## src/rtl/pipe_ctrl_pkg.sv

```systemverilog
// Shared definitions for the pipeline sequencing controller: FSM states,
// the $zero register index and the NOP encoding loaded on flush/bubble.
package pipe_ctrl_pkg;

    localparam int unsigned REG_W   = 5;
    localparam int unsigned INSTR_W = 32;

    typedef enum logic [1:0] {
        RUN       = 2'd0,
        IMEM_WAIT = 2'd1,
        HALT      = 2'd2
    } state_e;

    localparam logic [REG_W-1:0]   REG_ZERO  = 5'd0;
    localparam logic [INSTR_W-1:0] NOP_INSTR = 32'h0000_0000;

endpackage

```

## src/rtl/sat_counter.sv

```systemverilog
// Saturating up-counter: holds at all-ones instead of wrapping.
// Ports: clk, reset (async, active-high), inc (count enable),
//        clr (synchronous clear, wins over inc), cnt (current value).
module sat_counter #(
    parameter int unsigned W = 16
) (
    input  logic         clk,
    input  logic         reset,
    input  logic         inc,
    input  logic         clr,
    output logic [W-1:0] cnt
);

    logic [W-1:0] cnt_q;
    logic [W-1:0] cnt_d;

    always_comb begin
        cnt_d = cnt_q;
        if (clr) begin
            cnt_d = '0;
        end else if (inc && (cnt_q != '1)) begin
            cnt_d = cnt_q + W'(1);
        end
    end

    always_ff @(posedge clk or posedge reset) begin
        if (reset) begin
            cnt_q <= '0;
        end else begin
            cnt_q <= cnt_d;
        end
    end

    assign cnt = cnt_q;

endmodule

```

## src/rtl/pipe_hazard_ctrl.sv

```systemverilog
// Pipeline sequencing controller for the 5-stage core: drives PC / IF/ID /
// ID/EX enables and flushes, resolving taken branches, imem wait states and
// load-use hazards in that priority. Owns halt state, imem watchdog and
// stall/flush performance counters.
// Ports: clk, reset (async, active-high); ID/EX hazard fields (id_rs, id_rt,
//        id_uses_rt, ex_memread, ex_rt); ex_branch_taken, id_halt, imem_ready;
//        outputs pc_write, if_id_write, if_id_flush, id_ex_bubble (combinational),
//        halted, wd_err, stall_cnt, flush_cnt.
module pipe_hazard_ctrl
    import pipe_ctrl_pkg::*;
#(
    parameter int unsigned WAIT_MAX = 16,
    parameter int unsigned CNT_W    = 16
) (
    input  logic             clk,
    input  logic             reset,
    input  logic [REG_W-1:0] id_rs,
    input  logic [REG_W-1:0] id_rt,
    input  logic             id_uses_rt,
    input  logic             ex_memread,
    input  logic [REG_W-1:0] ex_rt,
    input  logic             ex_branch_taken,
    input  logic             id_halt,
    input  logic             imem_ready,
    output logic             pc_write,
    output logic             if_id_write,
    output logic             if_id_flush,
    output logic             id_ex_bubble,
    output logic             halted,
    output logic             wd_err,
    output logic [CNT_W-1:0] stall_cnt,
    output logic [CNT_W-1:0] flush_cnt
);

    localparam int unsigned WCNT_W = $clog2(WAIT_MAX + 1);

    state_e            state_q, state_d;
    logic [WCNT_W-1:0] wait_cnt_q, wait_cnt_d;
    logic              wd_err_q, wd_err_d;
    logic              stall_inc;
    logic              flush_inc;
    logic              load_use;

    // $zero is never a real dependency, so ex_rt==0 cannot stall.
    assign load_use = ex_memread && (ex_rt != REG_ZERO) &&
                      ((ex_rt == id_rs) || (id_uses_rt && (ex_rt == id_rt)));

    // Next-state, watchdog and pipeline control, highest priority first.
    always_comb begin
        state_d      = state_q;
        wait_cnt_d   = wait_cnt_q;
        wd_err_d     = wd_err_q;
        pc_write     = 1'b0;
        if_id_write  = 1'b0;
        if_id_flush  = 1'b0;
        id_ex_bubble = 1'b0;
        stall_inc    = 1'b0;
        flush_inc    = 1'b0;

        if (reset) begin
            if_id_flush  = 1'b1;
            id_ex_bubble = 1'b1;
        end else if (state_q == HALT) begin
            id_ex_bubble = 1'b1;
        end else if (ex_branch_taken) begin
            // Redirect now; any pending wait restarts on the new fetch.
            pc_write     = 1'b1;
            if_id_write  = 1'b1;
            if_id_flush  = 1'b1;
            id_ex_bubble = 1'b1;
            flush_inc    = 1'b1;
            wait_cnt_d   = '0;
            state_d      = imem_ready ? RUN : IMEM_WAIT;
        end else if (!imem_ready) begin
            id_ex_bubble = 1'b1;
            stall_inc    = 1'b1;
            if (wait_cnt_q == WCNT_W'(WAIT_MAX)) begin
                wd_err_d = 1'b1;
                state_d  = HALT;
            end else begin
                wait_cnt_d = wait_cnt_q + WCNT_W'(1);
                state_d    = IMEM_WAIT;
            end
        end else if (load_use) begin
            id_ex_bubble = 1'b1;
            stall_inc    = 1'b1;
            wait_cnt_d   = '0;
            state_d      = RUN;
        end else if (id_halt) begin
            id_ex_bubble = 1'b1;
            wait_cnt_d   = '0;
            state_d      = HALT;
        end else begin
            pc_write    = 1'b1;
            if_id_write = 1'b1;
            wait_cnt_d  = '0;
            state_d     = RUN;
        end
    end

    always_ff @(posedge clk or posedge reset) begin
        if (reset) begin
            state_q    <= RUN;
            wait_cnt_q <= '0;
            wd_err_q   <= 1'b0;
        end else begin
            state_q    <= state_d;
            wait_cnt_q <= wait_cnt_d;
            wd_err_q   <= wd_err_d;
        end
    end

    assign halted = (state_q == HALT);
    assign wd_err = wd_err_q;

    sat_counter #(.W(CNT_W)) u_stall_cnt (
        .clk   (clk),
        .reset (reset),
        .inc   (stall_inc),
        .clr   (1'b0),
        .cnt   (stall_cnt)
    );

    sat_counter #(.W(CNT_W)) u_flush_cnt (
        .clk   (clk),
        .reset (reset),
        .inc   (flush_inc),
        .clr   (1'b0),
        .cnt   (flush_cnt)
    );

endmodule

```

## config.mk

```make
export PLATFORM = sky130hd
export DESIGN_NAME = pipe_hazard_ctrl
export DESIGN_NICKNAME = d
export VERILOG_FILES = /design/src/rtl/pipe_ctrl_pkg.sv /design/src/rtl/sat_counter.sv /design/src/rtl/pipe_hazard_ctrl.sv
export SDC_FILE = /design/constraint.sdc
export NUM_CORES = 1
export LEC_CHECK = 0
export CAP_MARGIN = 20
export CORE_ASPECT_RATIO = 2
export CORE_MARGIN = 2
export CORE_UTILIZATION = 55
export DETAILED_ROUTE_END_ITERATION = 8
export DONT_BUFFER_PORTS = 1
export PLACE_DENSITY_LB_ADDON = 0.05
export SLEW_MARGIN = 20
export SYNTH_ARGS = -nofsm -noshare
export SYNTH_HDL_FRONTEND = slang
export SYNTH_SLANG_ARGS = --single-unit
export TNS_END_PERCENT = 100
```

## constraint.sdc

```tcl
create_clock -name clk -period 2.7 [get_ports clk]
set_clock_uncertainty 0.05 [all_clocks]
set_input_delay 0.27 -clock clk [delete_from_list [all_inputs] [get_ports clk]]
set_output_delay 0.27 -clock clk [all_outputs]
set_load 0.05 [all_outputs]
```

After elaboration in Yosys (flattened, before gate mapping)
Index checks and enable logic that the tools add are counted.
{ "word_totals": {"input_bits": 22, "reg_bits": 40, "output_inout_bits": 38} }
{ "op_classes": {"muxes": 30, "n_reduce_logical": 10, "add_sub_neg": 3, "n_eq_ne": 7, "n_bitwise": 4} }
{ "op_table": {"columns": ["operator", "count"], "rows": [
  ["16-bit by 1-bit adder with 16-bit output (second input constant)", 2],
  ["16-bit inequality test (second input constant)", 2],
  ["1-bit two-way mux", 22],
  ["5-bit two-way mux", 3],
  ["5-bit equality test", 2],
  ["2-bit two-way mux", 5],
  ["5-bit by 1-bit adder with 5-bit output (second input constant)", 1],
  ["5-bit equality test (second input constant)", 1],
  ["1-bit logical AND", 5],
  ["5-bit AND reduction", 1],
  ["5-bit nonzero test", 1],
  ["1-bit inverter", 4],
  ["3-bit inequality test (second input constant)", 1],
  ["3-bit AND reduction", 1],
  ["2-bit equality test (second input constant)", 1],
  ["2-bit AND reduction", 1],
  ["1-bit logical OR", 1]
]} }

Depth between registers and ports, before layout
{ "logic_depth": {"depth_word": 10, "mapped_depth": 9, "mapped_depth_nobuf": 8} }

Modules after synthesis
A second synthesis with hierarchy kept.
{ "hier_totals": {"hier_cells": 278, "hier_area_um2": 2454.9} }
{ "modules_own_cells": {"columns": ["module", "cells_each", "n_inst", "seq_area_each_um2", "area_per_inst_um2"], "rows": [
  ["sat_counter at u_flush_cnt", 101, 1, 400.4, 932.1],
  ["sat_counter at u_stall_cnt", 101, 1, 400.4, 922.1],
  ["pipe_hazard_ctrl", 76, 1, 200.2, 600.6]
]} }

Least setup slack after synthesis
No wires, ideal clock.
{ "synth_path": {"kind": "in2out", "start": "input port reset", "end": "output port pc_write", "arrival_ps": 2534, "t_required_ps": 2380, "stages": 4, "path_buffers": 1, "slack_ps": -154, "path_cell_list": "inv_1 > nand2_2 > nor2_1 > buf_4"} }
{ "synth_between": {"elab_chain_cells": 1} }
{ "synth_rtl": {"columns": ["item", "line_no", "source"], "rows": [
  ["from (decl)", "pipe_hazard_ctrl.sv:16", "input logic reset,"],
  ["1-bit two-way mux", null, null],
  ["to (decl)", "pipe_hazard_ctrl.sv:25", "output logic pc_write,"]
]} }
Every way passes these cells.

Final worst setup path
{ "layout_path": {"start": "input port reset", "end": "output port id_ex_bubble"} }
{ "layout_between": {"elab_chain_cells": 1} }
{ "layout_rtl": {"columns": ["item", "line_no", "source"], "rows": [
  ["1-bit two-way mux", "pipe_hazard_ctrl.sv:60", "if (reset) begin"],
  ["to (decl)", "pipe_hazard_ctrl.sv:28", "output logic id_ex_bubble,"]
]} }
Every way passes these cells.

==> out/summary.txt <==
Max-Cap Viols = 0
Synth top area share = 46.5%
RSZ-0062 raised after global routing = false
FF+latch count, synth = 40
CTS tree = yes
Syn Area/Cell = 9.82 um2
Vias in the first global route = 1794
CTS Buf Count = 5
CTS H-tree lvls = 2
Crit path from = reset
Critical Path, Cell by Cell = dlygate4sd3_1, clkinvlp_4, nand2_2, nor2_1, buf_4, nand3_1, buf_4
Detailed Place HPWL = 3820 um
Hold depth = 1
Skew-Pair Late Insertion Delay = 0.29 ns
Reg2Reg Depth = 7
Share of layout cells above drive strength 1 = 19.2%
Gr usage total = 24.2%
1st-iter DRT viols = 29
Critical Path RT = 2.38 ns
Final Non-Filler Cells = 301
Dominant cell type by area after synthesis = dfrtp_1
Distinct cells, synth = 41
Placed Cells = 292
Post-synth ARST share = 100%
Root buffer selected by CTS = clkbuf_8
Primary FF master, synth = dfrtp_1
Reg2Reg Launch Point = u_stall_cnt.cnt[1]$_DFFE_PP0P_
Top post-synthesis cells by area = dfrtp_1 47%, xor2_1 11%, xnor2_1 4.5%
Vias per inst = 5.59
Area Growth Syn to Fin = 17.2%
GRT overflow = 0
Final period utilization = 90.4%
Worst Setup End Kind = primary output
Rows = 32
Fin. Hold Viols = 0
Clock slew at reported path FFs = 0.08 ns
Crit path kind = primary input to primary output
Max-slew violations = 0
Number of post-CTS setup repair buffers = 0
Antenna violations before repair = 0
Pwr per Cell Area = 455 nW/um2
Leakage = 1.21 nW
Final weighted congestion in routability-driven placement = 0.772
Die area = 4460 um2
Routed vias = 1684
Slowest stage delay, CP = 0.62 ns
Diode count = 0
Syn Nets = 245
Crit path DAT = 2.12 ns
Startpoint Class = primary input
Drt pass-1 iters = 4
Mapped Cells = 219
Routed WL per cell = 16.0 um
Yosys warning total = 0
Core area = 3800 um2
Run status = complete, no violations
Final setup fails = 0
First-pass GRT wire length = 7780 um
Initial core utilization = 56.5%
CP max stage cell = dlygate4sd3_1
IO buf count = 0
Cell mode on critical path = buf_4
Area of the mapped netlist = 2150 um2
Post-synth EDFFs = 0
Die Span Y = 92.4 um
Peak VDD IR = 0.000488 V
Slew headroom = 60.4%
Most instantiated cells after synthesis = 40 x dfrtp_1, 28 x xor2_1, 20 x nor2_1
Sink Count = 40
Hold Startpoint = imem_ready
Sequential fraction of the synthesis area = 46.5%
Largest net degree at the start of global routing = 27
Max Clk Rate = 410 MHz
Worst Path Max Fanout = 19
Chip Width = 48.2 um
Top-count cell post-synth = dfrtp_1
Hold WC Path Type = primary input to flop
TNS Setup = 0 ns
Final ANT Viol Nets = 0
Final wirelength = 4830 um
Min cycle time layout = 2.44 ns
Top-level I/O count = 60
Post-route DRC = 0
Maximum root-to-sink buffer count = 2
Final nets = 275
Worst slew pin tran = 0.594 ns
## cells by family (layout without fill, tap and decap cells)
kind of cell    Yosys count  count (layout)  share of synthesized area (%)
simple gates             98              98                           24.1
xor+xnor                 40              40                           16.6
flops                    40              40                           46.5
compound gates           21              21                           5.82
buf+inv                  14              45                           3.32
fa+ha+maj                 4               4                           2.33
mux                       2               2                           1.22
## worst max-delay path, delay by kind of cell
kind / cells / cell delay [ns]
buf+inv: 4 / 1.38
simple gates: 3 / 0.47
## area by class of cell
| type | count | area [um2] |
|---|---|---|
| sequential | 40 | 1000 |
| multi-input combinational | 165 | 1080 |
| clock inverter | 3 | 46.3 |
| fill | 315 | 1280 |
| timing repair buffer | 27 | 218 |
| clock buffer | 5 | 68.8 |
| tap | 51 | 63.8 |
| inverter | 10 | 41.3 |
## state kept, by name (all words and copies together) (netlist names)
name and cells:
state_q 2, u_flush_cnt.cnt 16, u_stall_cnt.cnt 16, wait_cnt_q 5, wd_err 1
## cells in the final DEF (no fill, tap or decap), types with 3 or more instances in the layout
master	n
dfrtp_1	40
xor2_1	28
buf_4	25
nor2_1	19
nand2_1	18
nand3_1	18
xnor2_1	11
nor3_1	10
nand4_1	9
inv_1	9
o21ai_0	6
a21oi_1	6
clkbuf_8	5
ha_1	4
nor4_1	3
## metal layers
layer | routed length, um | share of wire, % | track usage (%)
met5 | 0 | 0 | 0
met4 | 69 | 1.4 | 7.66
met3 | 253 | 5.2 | 6.24
met2 | 2860 | 59 | 43.4
met1 | 1650 | 34 | 25.0
## metrics by stage
step                util [%]  setup WS, ns  area, um2  hold slack, ns  power (mW)
CTS                     66.3         0.234       2520         0.00777        1.16
global route            66.3         0.109       2520         0.00209        1.19
detailed placement      63.0         0.566       2390           0.104       0.657
finish                  66.3         0.260       2520          0.0155        1.15
floorplan                  -       0.00912       2150           0.218       0.651
global placement        63.0         0.589       2390          0.0983       0.655
## final timing paths
kind / endpoint / slack, ns
worst max-delay path: id_ex_bubble / 0.26
worst min-delay path: state_q[0]$_DFFE_PP0P_ / 0.02
worst max register to register: u_stall_cnt.cnt[1]$_DFFE_PP0P_ / 0.57
worst min register to register: state_q[0]$_DFFE_PP0P_ / 0.44
max in group asynchronous: u_stall_cnt.cnt[10]$_DFFE_PP0P_ / 1.53
min in group asynchronous: u_stall_cnt.cnt[6]$_DFFE_PP0P_ / 0.43
## where the power goes
part / switching, mW / internal [mW]
Combinational: 0.0315 / 0.0162
Clock: 0.222 / 0.278
Sequential: 0 / 0.598
Total: 0.254 / 0.893
## what timing repair did
item / in CTS / in global routing
hold buffers: 1 / 0
hold endpoints to repair: 15 / 0
gates resized for setup: 0 / 0
endpoints found under the setup margin: 0 / 0
Power figures use the tool's default switching activity.
